**src/rtl/rv32i_pkg.sv**
```systemverilog
// Shared register-file constants and types for the writeback path.
package rv32i_pkg;

   localparam int XLEN       = 32;
   localparam int REG_ADDR_W = 5;
   localparam int NUM_REGS   = 32;

   typedef logic [REG_ADDR_W-1:0] reg_addr_t;

   localparam reg_addr_t REG_X0 = 5'd0;

endpackage

```
**src/rtl/rr_arbiter.sv**
```systemverilog
// Round-robin arbiter: one-hot grant, search starts one past the last winner.
module rr_arbiter #(
   parameter int N = 2,
   localparam int PW = (N > 1) ? $clog2(N) : 1
) (
   input  logic         clk,
   input  logic         rst,
   input  logic [N-1:0] req,
   output logic [N-1:0] gnt
);

   logic [PW-1:0] ptr_q, ptr_d;
   logic [PW-1:0] gnt_idx;
   logic [PW-1:0] idx;
   logic          found;

   always_comb begin
      gnt     = '0;
      gnt_idx = ptr_q;
      idx     = ptr_q;
      found   = 1'b0;
      for (int k = 0; k < N; k++) begin
         idx = PW'((int'(ptr_q) + k) % N);
         if (!found && req[idx]) begin
            found      = 1'b1;
            gnt[idx]   = 1'b1;
            gnt_idx    = idx;
         end
      end
      // Pointer moves only on a grant; idle cycles keep the fairness order.
      ptr_d = ptr_q;
      if (found) begin
         ptr_d = (gnt_idx == PW'(N - 1)) ? '0 : gnt_idx + PW'(1);
      end
   end

   always_ff @(posedge clk or negedge rst) begin
      if (!rst) begin
         ptr_q <= '0;
      end else begin
         ptr_q <= ptr_d;
      end
   end

endmodule

```
**src/rtl/rf_wb_arbiter.sv**
```systemverilog
// Register-file writeback arbiter: round-robin port sharing, registered write stage
// and a pending-destination scoreboard that drives decode busy flags.
module rf_wb_arbiter #(
   parameter int NREQ = 2,
   parameter int XLEN = rv32i_pkg::XLEN
) (
   input  logic                                    clk,
   input  logic                                    rst,
   input  logic [NREQ-1:0]                         src_valid,
   output logic [NREQ-1:0]                         src_ready,
   input  logic [NREQ*rv32i_pkg::REG_ADDR_W-1:0]   src_rd_addr,
   input  logic [NREQ*XLEN-1:0]                    src_rd_data,
   input  logic                                    mark_valid,
   input  logic [rv32i_pkg::REG_ADDR_W-1:0]        mark_addr,
   input  logic [rv32i_pkg::REG_ADDR_W-1:0]        rs1_addr,
   input  logic [rv32i_pkg::REG_ADDR_W-1:0]        rs2_addr,
   output logic                                    rs1_busy,
   output logic                                    rs2_busy,
   output logic [rv32i_pkg::REG_ADDR_W-1:0]        rf_rd_addr,
   output logic [XLEN-1:0]                         rf_rd_data,
   output logic                                    rf_reg_write
);

   import rv32i_pkg::*;

   logic [NREQ-1:0]     gnt;
   logic                any_gnt;
   reg_addr_t           sel_addr;
   logic [XLEN-1:0]     sel_data;

   logic                rf_we_q,   rf_we_d;
   reg_addr_t           rf_addr_q, rf_addr_d;
   logic [XLEN-1:0]     rf_data_q, rf_data_d;
   logic [NUM_REGS-1:0] sb_q,      sb_d;

   rr_arbiter #(.N(NREQ)) u_arb (
      .clk (clk),
      .rst (rst),
      .req (src_valid),
      .gnt (gnt)
   );

   // Handshake: source i transfers in any cycle where src_valid[i] && src_ready[i].
   // Ready is a pure function of the valid vector (never of the data), at most one
   // bit is set, and a source must hold valid/addr/data stable until it sees ready.
   assign src_ready = rst ? gnt : '0;

   always_comb begin
      any_gnt  = |src_ready;
      sel_addr = REG_X0;
      sel_data = '0;
      for (int i = 0; i < NREQ; i++) begin
         if (src_ready[i]) begin
            sel_addr = src_rd_addr[i*REG_ADDR_W +: REG_ADDR_W];
            sel_data = src_rd_data[i*XLEN +: XLEN];
         end
      end

      // x0 grants complete the handshake but never reach the register file.
      rf_we_d   = any_gnt && (sel_addr != REG_X0);
      rf_addr_d = any_gnt ? sel_addr : rf_addr_q;
      rf_data_d = any_gnt ? sel_data : rf_data_q;

      // Clear first, then set, so a new mark on the retiring register stays pending.
      sb_d = sb_q;
      if (rf_we_q) begin
         sb_d[rf_addr_q] = 1'b0;
      end
      if (mark_valid && (mark_addr != REG_X0)) begin
         sb_d[mark_addr] = 1'b1;
      end
   end

   always_ff @(posedge clk or negedge rst) begin
      if (!rst) begin
         rf_we_q   <= 1'b0;
         rf_addr_q <= REG_X0;
         rf_data_q <= '0;
         sb_q      <= '0;
      end else begin
         rf_we_q   <= rf_we_d;
         rf_addr_q <= rf_addr_d;
         rf_data_q <= rf_data_d;
         sb_q      <= sb_d;
      end
   end

   assign rs1_busy     = (rs1_addr != REG_X0) && sb_q[rs1_addr];
   assign rs2_busy     = (rs2_addr != REG_X0) && sb_q[rs2_addr];
   assign rf_reg_write = rf_we_q;
   assign rf_rd_addr   = rf_addr_q;
   assign rf_rd_data   = rf_data_q;

endmodule

```
**config.mk**
```make
export PLATFORM = sky130hd
export DESIGN_NAME = rf_wb_arbiter
export DESIGN_NICKNAME = d
export VERILOG_FILES = /design/src/rtl/rv32i_pkg.sv /design/src/rtl/rr_arbiter.sv /design/src/rtl/rf_wb_arbiter.sv
export SDC_FILE = /design/constraint.sdc
export NUM_CORES = 1
export LEC_CHECK = 0
export CAP_MARGIN = 20
export CORE_UTILIZATION = 35
export CTS_CLUSTER_SIZE = 16
export DETAILED_ROUTE_END_ITERATION = 10
export PLACE_DENSITY = 0.65
export REMOVE_ABC_BUFFERS = 1
export SLEW_MARGIN = 20
export SYNTH_ARGS = -nofsm -noshare
export SYNTH_HDL_FRONTEND = slang
export SYNTH_SLANG_ARGS = --single-unit
```
**constraint.sdc**
```tcl
create_clock -name clk -period 3.1 [get_ports clk]
set_clock_uncertainty 0.1 [all_clocks]
set_input_delay 0.62 -clock clk [delete_from_list [all_inputs] [get_ports clk]]
set_output_delay 0.62 -clock clk [all_outputs]
set_load 0.005 [all_outputs]
```
Word level (Yosys, flattened, before mapping)
Index checks and enable logic that the tools add are counted.
- bits of input ports: 94
- flip-flop bits (word level): 71
- multiplexer cells: 29
- reduce and logical (&&, ||, !) cells: 15
- magnitude comparators: 10
- add/subtract/negate cells: 2
- bitwise gates (word level): 4
- operators with widths (operator ; number):
    two-way mux 32 bit ; 4
    AND 32 bit ; 1
    NOT 32 bit ; 1
    OR 32 bit ; 1
    less-than comparator 5 x 6 -> 1 bit, second input constant ; 4
    nonzero test 5 bit ; 4
    two-way mux 1 bit ; 14
    binary-select mux 1 bit (select 5 bit) ; 2
    demux 1 bit (select 5 bit) ; 2
    >= comparator 5 x 1 -> 1 bit, second input constant ; 2
    two-way mux 5 bit ; 2
    logical AND 1 bit ; 9
    two-way mux 2 bit ; 3
    less-than comparator 1 x 2 -> 1 bit, second input constant ; 2
    adder 1 bit, second input constant ; 2
    demux 1 bit (select 1 bit) ; 2
    >= comparator 1 bit, second input constant ; 2
    OR 2 bit ; 1
    OR reduction 2 bit ; 1
    zero test 1 bit ; 1

Logic depth before layout (Yosys ltp)
- depth in word-level cells: 12
- depth in mapped cells: 6
- mapped depth without buffers: 5

Cells and area by module
Synthesis repeated with hierarchy kept, for this count alone.
- cells, all modules: 383
- area total of the unflattened synthesis: 3698.5 um^2
- modules (own cells, without submodules) (module ; instances ; area each (um^2) ; cells an instance):
    rf_wb_arbiter ; 1 ; 3644.7 ; 377
    rr_arbiter ; 1 ; 53.8 ; 6

Least setup slack after synthesis
No wires, ideal clock.
- path kind: input to output
- start: input rs2_addr[2] (netlist name)
- end: output rs2_busy
- arrival: 1.737 ns
- setup slack: 0.643 ns
- path buffers: 1
- stages on the path: 5
- data required time: 2.380 ns
- cell sequence: buf_2 mux4_2 and3_1 o21ai_0 nand4_1
- word-level cells in the longest chain between the ends: 3
- elaborated cells on any way between the ends: 4
- those cells by class: mux (2); reduce/logical (2)
- RTL lines (item ; RTL line ; RTL):
    start, declared ; rf_wb_arbiter.sv:16 ; input logic [rv32i_pkg::REG_ADDR_W-1:0] rs2_addr,
    binary-select mux 1 bit (select 5 bit) ; rf_wb_arbiter.sv:89 ; assign rs2_busy = (rs2_addr != REG_X0) && sb_q[rs2_addr];
    two-way mux 1 bit (not written as such) ; rf_wb_arbiter.sv:89 ;
    logical AND 1 bit * ; rf_wb_arbiter.sv:89 ;
    end, declared ; rf_wb_arbiter.sv:18 ; output logic rs2_busy,
Mark *: on every way between the ends. The rest lies on a longest branch, timed or not. The select of a mux whose other input is x is not followed.

Final worst setup path
- start: input rs1_addr[2] (netlist name)
- end: output rs1_busy
- word-level cells in the longest chain between the ends: 3
- elaborated cells on any way between the ends: 4
- those cells by class: mux (2); reduce/logical (2)
- RTL lines (item ; RTL line ; RTL):
    start, declared ; rf_wb_arbiter.sv:15 ; input logic [rv32i_pkg::REG_ADDR_W-1:0] rs1_addr,
    binary-select mux 1 bit (select 5 bit) ; rf_wb_arbiter.sv:88 ; assign rs1_busy = (rs1_addr != REG_X0) && sb_q[rs1_addr];
    two-way mux 1 bit (not written as such) ; rf_wb_arbiter.sv:88 ;
    logical AND 1 bit * ; rf_wb_arbiter.sv:88 ;
    end, declared ; rf_wb_arbiter.sv:17 ; output logic rs1_busy,
Marked as above.

==> impl_metrics.yaml <==
die:
  die_width_um: 103
  die_y_um: 103
  num_rows: 36
  dieArea_um2: 10700
  io_pins: 136
  start_util: 0.365
  core-area_um2: 9860
timing:
  hold_viol: 0
  whs_ps: 431
  tns_ps: 0
  fmax_mhz: 337
  final_max_slew_viol_count: 0
  grt_setup_unrepaired: "false"
  min_period_ps: 2960
  slew_headroom: 0.421
  timing.final.crit_share: 0.956
  worstMarginPinSlew_ps: 869
  setup_viol: 0
global_route:
  grt_overflow_total: 0
  grt_use_total: 0.236
  grt_max_degree: 69
  grt_pass1_wl_um: 18600
  grt_pass1_vias: 3634
  antenna_found_initial: 0
logic_synthesis:
  ys_ff_latch: 71
  async_reset_ff_frac: 1.00
  synth_edf_count: 0
  synth.area.top_cells: "dfrtp_1, o21ai_0, mux4_2"
  postSynthAreaPerCell_um2: 9.56
  synth_warnings: 0
  synth_seq_area_share: 0.493
  synthFlopType: "dfrtp_1"
  ys_types: 32
  yosys.area.top_type: "dfrtp_1"
  synth_common_cells: "o21ai_0, dfrtp_1, nand2_1"
  synth_top_area_frac: 0.493
  yosysMostFrequentCell: "o21ai_0"
  synth_area_um2: 3600
  syn_inst: 377
pwr:
  p_seq_frac: 0.434
  internal-power_uw: 2320
  sw_frac_of_total: 0.291
  p_switching_uw: 953
  clkPwrFrac: 0.296
  p_leak_uw: 0.00213
  power_density_nw_per_um2: 608
  peakVddDrop_mv: 0.264
  power_frac_comb: 0.270
flow_run:
  cap_violations: 0
place:
  dpl_cell_area_um2: 5110
  placedCellCount: 634
  port_buffers: 135
  place_congestion: 0.928
  place_hpwl_um: 8410
route:
  ant_nets: 0
  dr.pass1.iters: 5
  first_iter_violations: 157
  wl_per_cell_um: 18.1
  wirelength_um: 11800
  dr_total_vias: 3594
  via_per_inst: 5.51
  route.detailed.drc: 0
worst_hold_path:
  hold_class: "flop to flop"
worst_setup_path:
  worstPathRequired_ps: 2380
  start_kind: "input port"
  critPathArrivalTime_ps: 2240
  critPathMaxFanout: 2
  crit_type: "input port to output port"
  end_kind: "output port"
cts:
  cts_root_buffer: "clkbuf_8"
  cts_num_sinks: 71
  cts_tree: "yes"
  worstSkewPairLatency_ps: 350
  clkTransAtPathRegs_ps: 80
  numCtsBuffers: 9
  clock_path_buffers: 2
  cts_htree_levels: 3
layout:
  final_cells: 652
  finalCoreUtilization: 0.546
  design_area_um2: 5380
  num_antenna_cells: 0
  area_delta_synth_final_pct: 49.4
  fin_nets: 608
  layout-drive-gt1-share: 0.102
status:
  outcome: "complete, no violations"
-- cell usage in the layout (no fill, tap or decap), types with 2 or more instances in the layout --
cell type	n
buf_2	2
mux4_2	15
nand2b_1	2
mux2i_1	3
clkdlybuf4s50_1	128
nand3_1	6
nand3b_1	11
bufinv_16	4
inv_1	9
buf_4	13
a222oi_1	5
a21oi_1	34
mux2_4	2
o21a_1	2
or3b_2	3
nor2_1	36
or3b_1	2
clkbuf_8	9
o21ai_0	99
nand2_1	37
dfrtp_1	71
or3_1	3
o211ai_1	2
or4_1	2
dlymetal6s2s_1	2
-- sequential cells by signal, summed over array words and instances, names as in the netlist --
| name | flops |
|---|---|
| rf_rd_addr | 5 |
| rf_rd_data | 32 |
| rf_reg_write | 1 |
| sb_q | 32 |
| u_arb.ptr_q | 1 |
-- worst paths after layout --
check	from	endpoint	depth (start not counted)	slack, ps
worst max-delay path	rs1_addr[2]	rs1_busy	6	140
worst min-delay path	rf_rd_data[15]	rf_rd_data[15]	2	430
worst max register to register	u_arb.ptr_q	rf_rd_data[5]	5	1450
worst min register to register	rf_rd_data[15]	rf_rd_data[15]	2	430
max in group asynchronous	rst	sb_q[21]	3	1290
min in group asynchronous	rst	u_arb.ptr_q	2	560
-- layout make-up --
class,instances,area [µm²]
clock buffer,10,128
clock inverter,6,133
fill,895,4480
inverter,9,33.8
multi-input combinational,274,1700
sequential,71,1780
tap,133,166
timing repair buffer,149,1450
-- power groups by stage --
stage	Clock, µW	Sequential, µW	Combinational [µW]
4_1_cts	992	1410	882
2_1_floorplan	0	1310	442
3_3_place_gp	0	1410	859
5_1_grt	1030	1450	984
6_report	971	1420	885
3_5_place_dp	0	1420	878
-- critical path, cell delays in order --
cell	delay [ps]
clkdlybuf4s50_1	520
mux4_2	500
mux2_4	270
nand3_1	90
o211ai_1	100
buf_2	140
-- kinds of logic (layout without fill, tap and decap cells) --
| logic type | Yosys count | after routing | synth area share |
|---|---|---|---|
| muxes | 20 | 20 | 0.108 |
| DFF | 71 | 71 | 0.493 |
| AOI/OAI and AO/OA | 145 | 145 | 0.214 |
| buffers and inverters | 32 | 174 | 0.0396 |
| and+or+nand+nor | 109 | 109 | 0.145 |
-- what timing repair did --
item	CTS	global route
hold buffers	1	0
hold endpoints to repair	3	0
setup endpoints to repair	2	2
setup buffers	1	0
pin swaps	0	1
gates resized for setup	10	8
-- layer usage --
metal	track usage	vias to the layer above	part of all wire	wire length, µm
li1	-	1644	-	-
met1	0.276	1708	0.38	4510
met2	0.373	205	0.47	5490
met3	0.100	37	0.12	1370
met4	0.119	0	0.033	392
met5	0	-	0	0
-- stage by stage --
step	setup slack, ps	power, µW
floorplan	295	1750
global placement	-340	2270
detailed placement	-350	2300
CTS	23.6	3280
global route	54.2	3460
finish	135	3280
No activity file was read; power rests on OpenSTA's default activity.
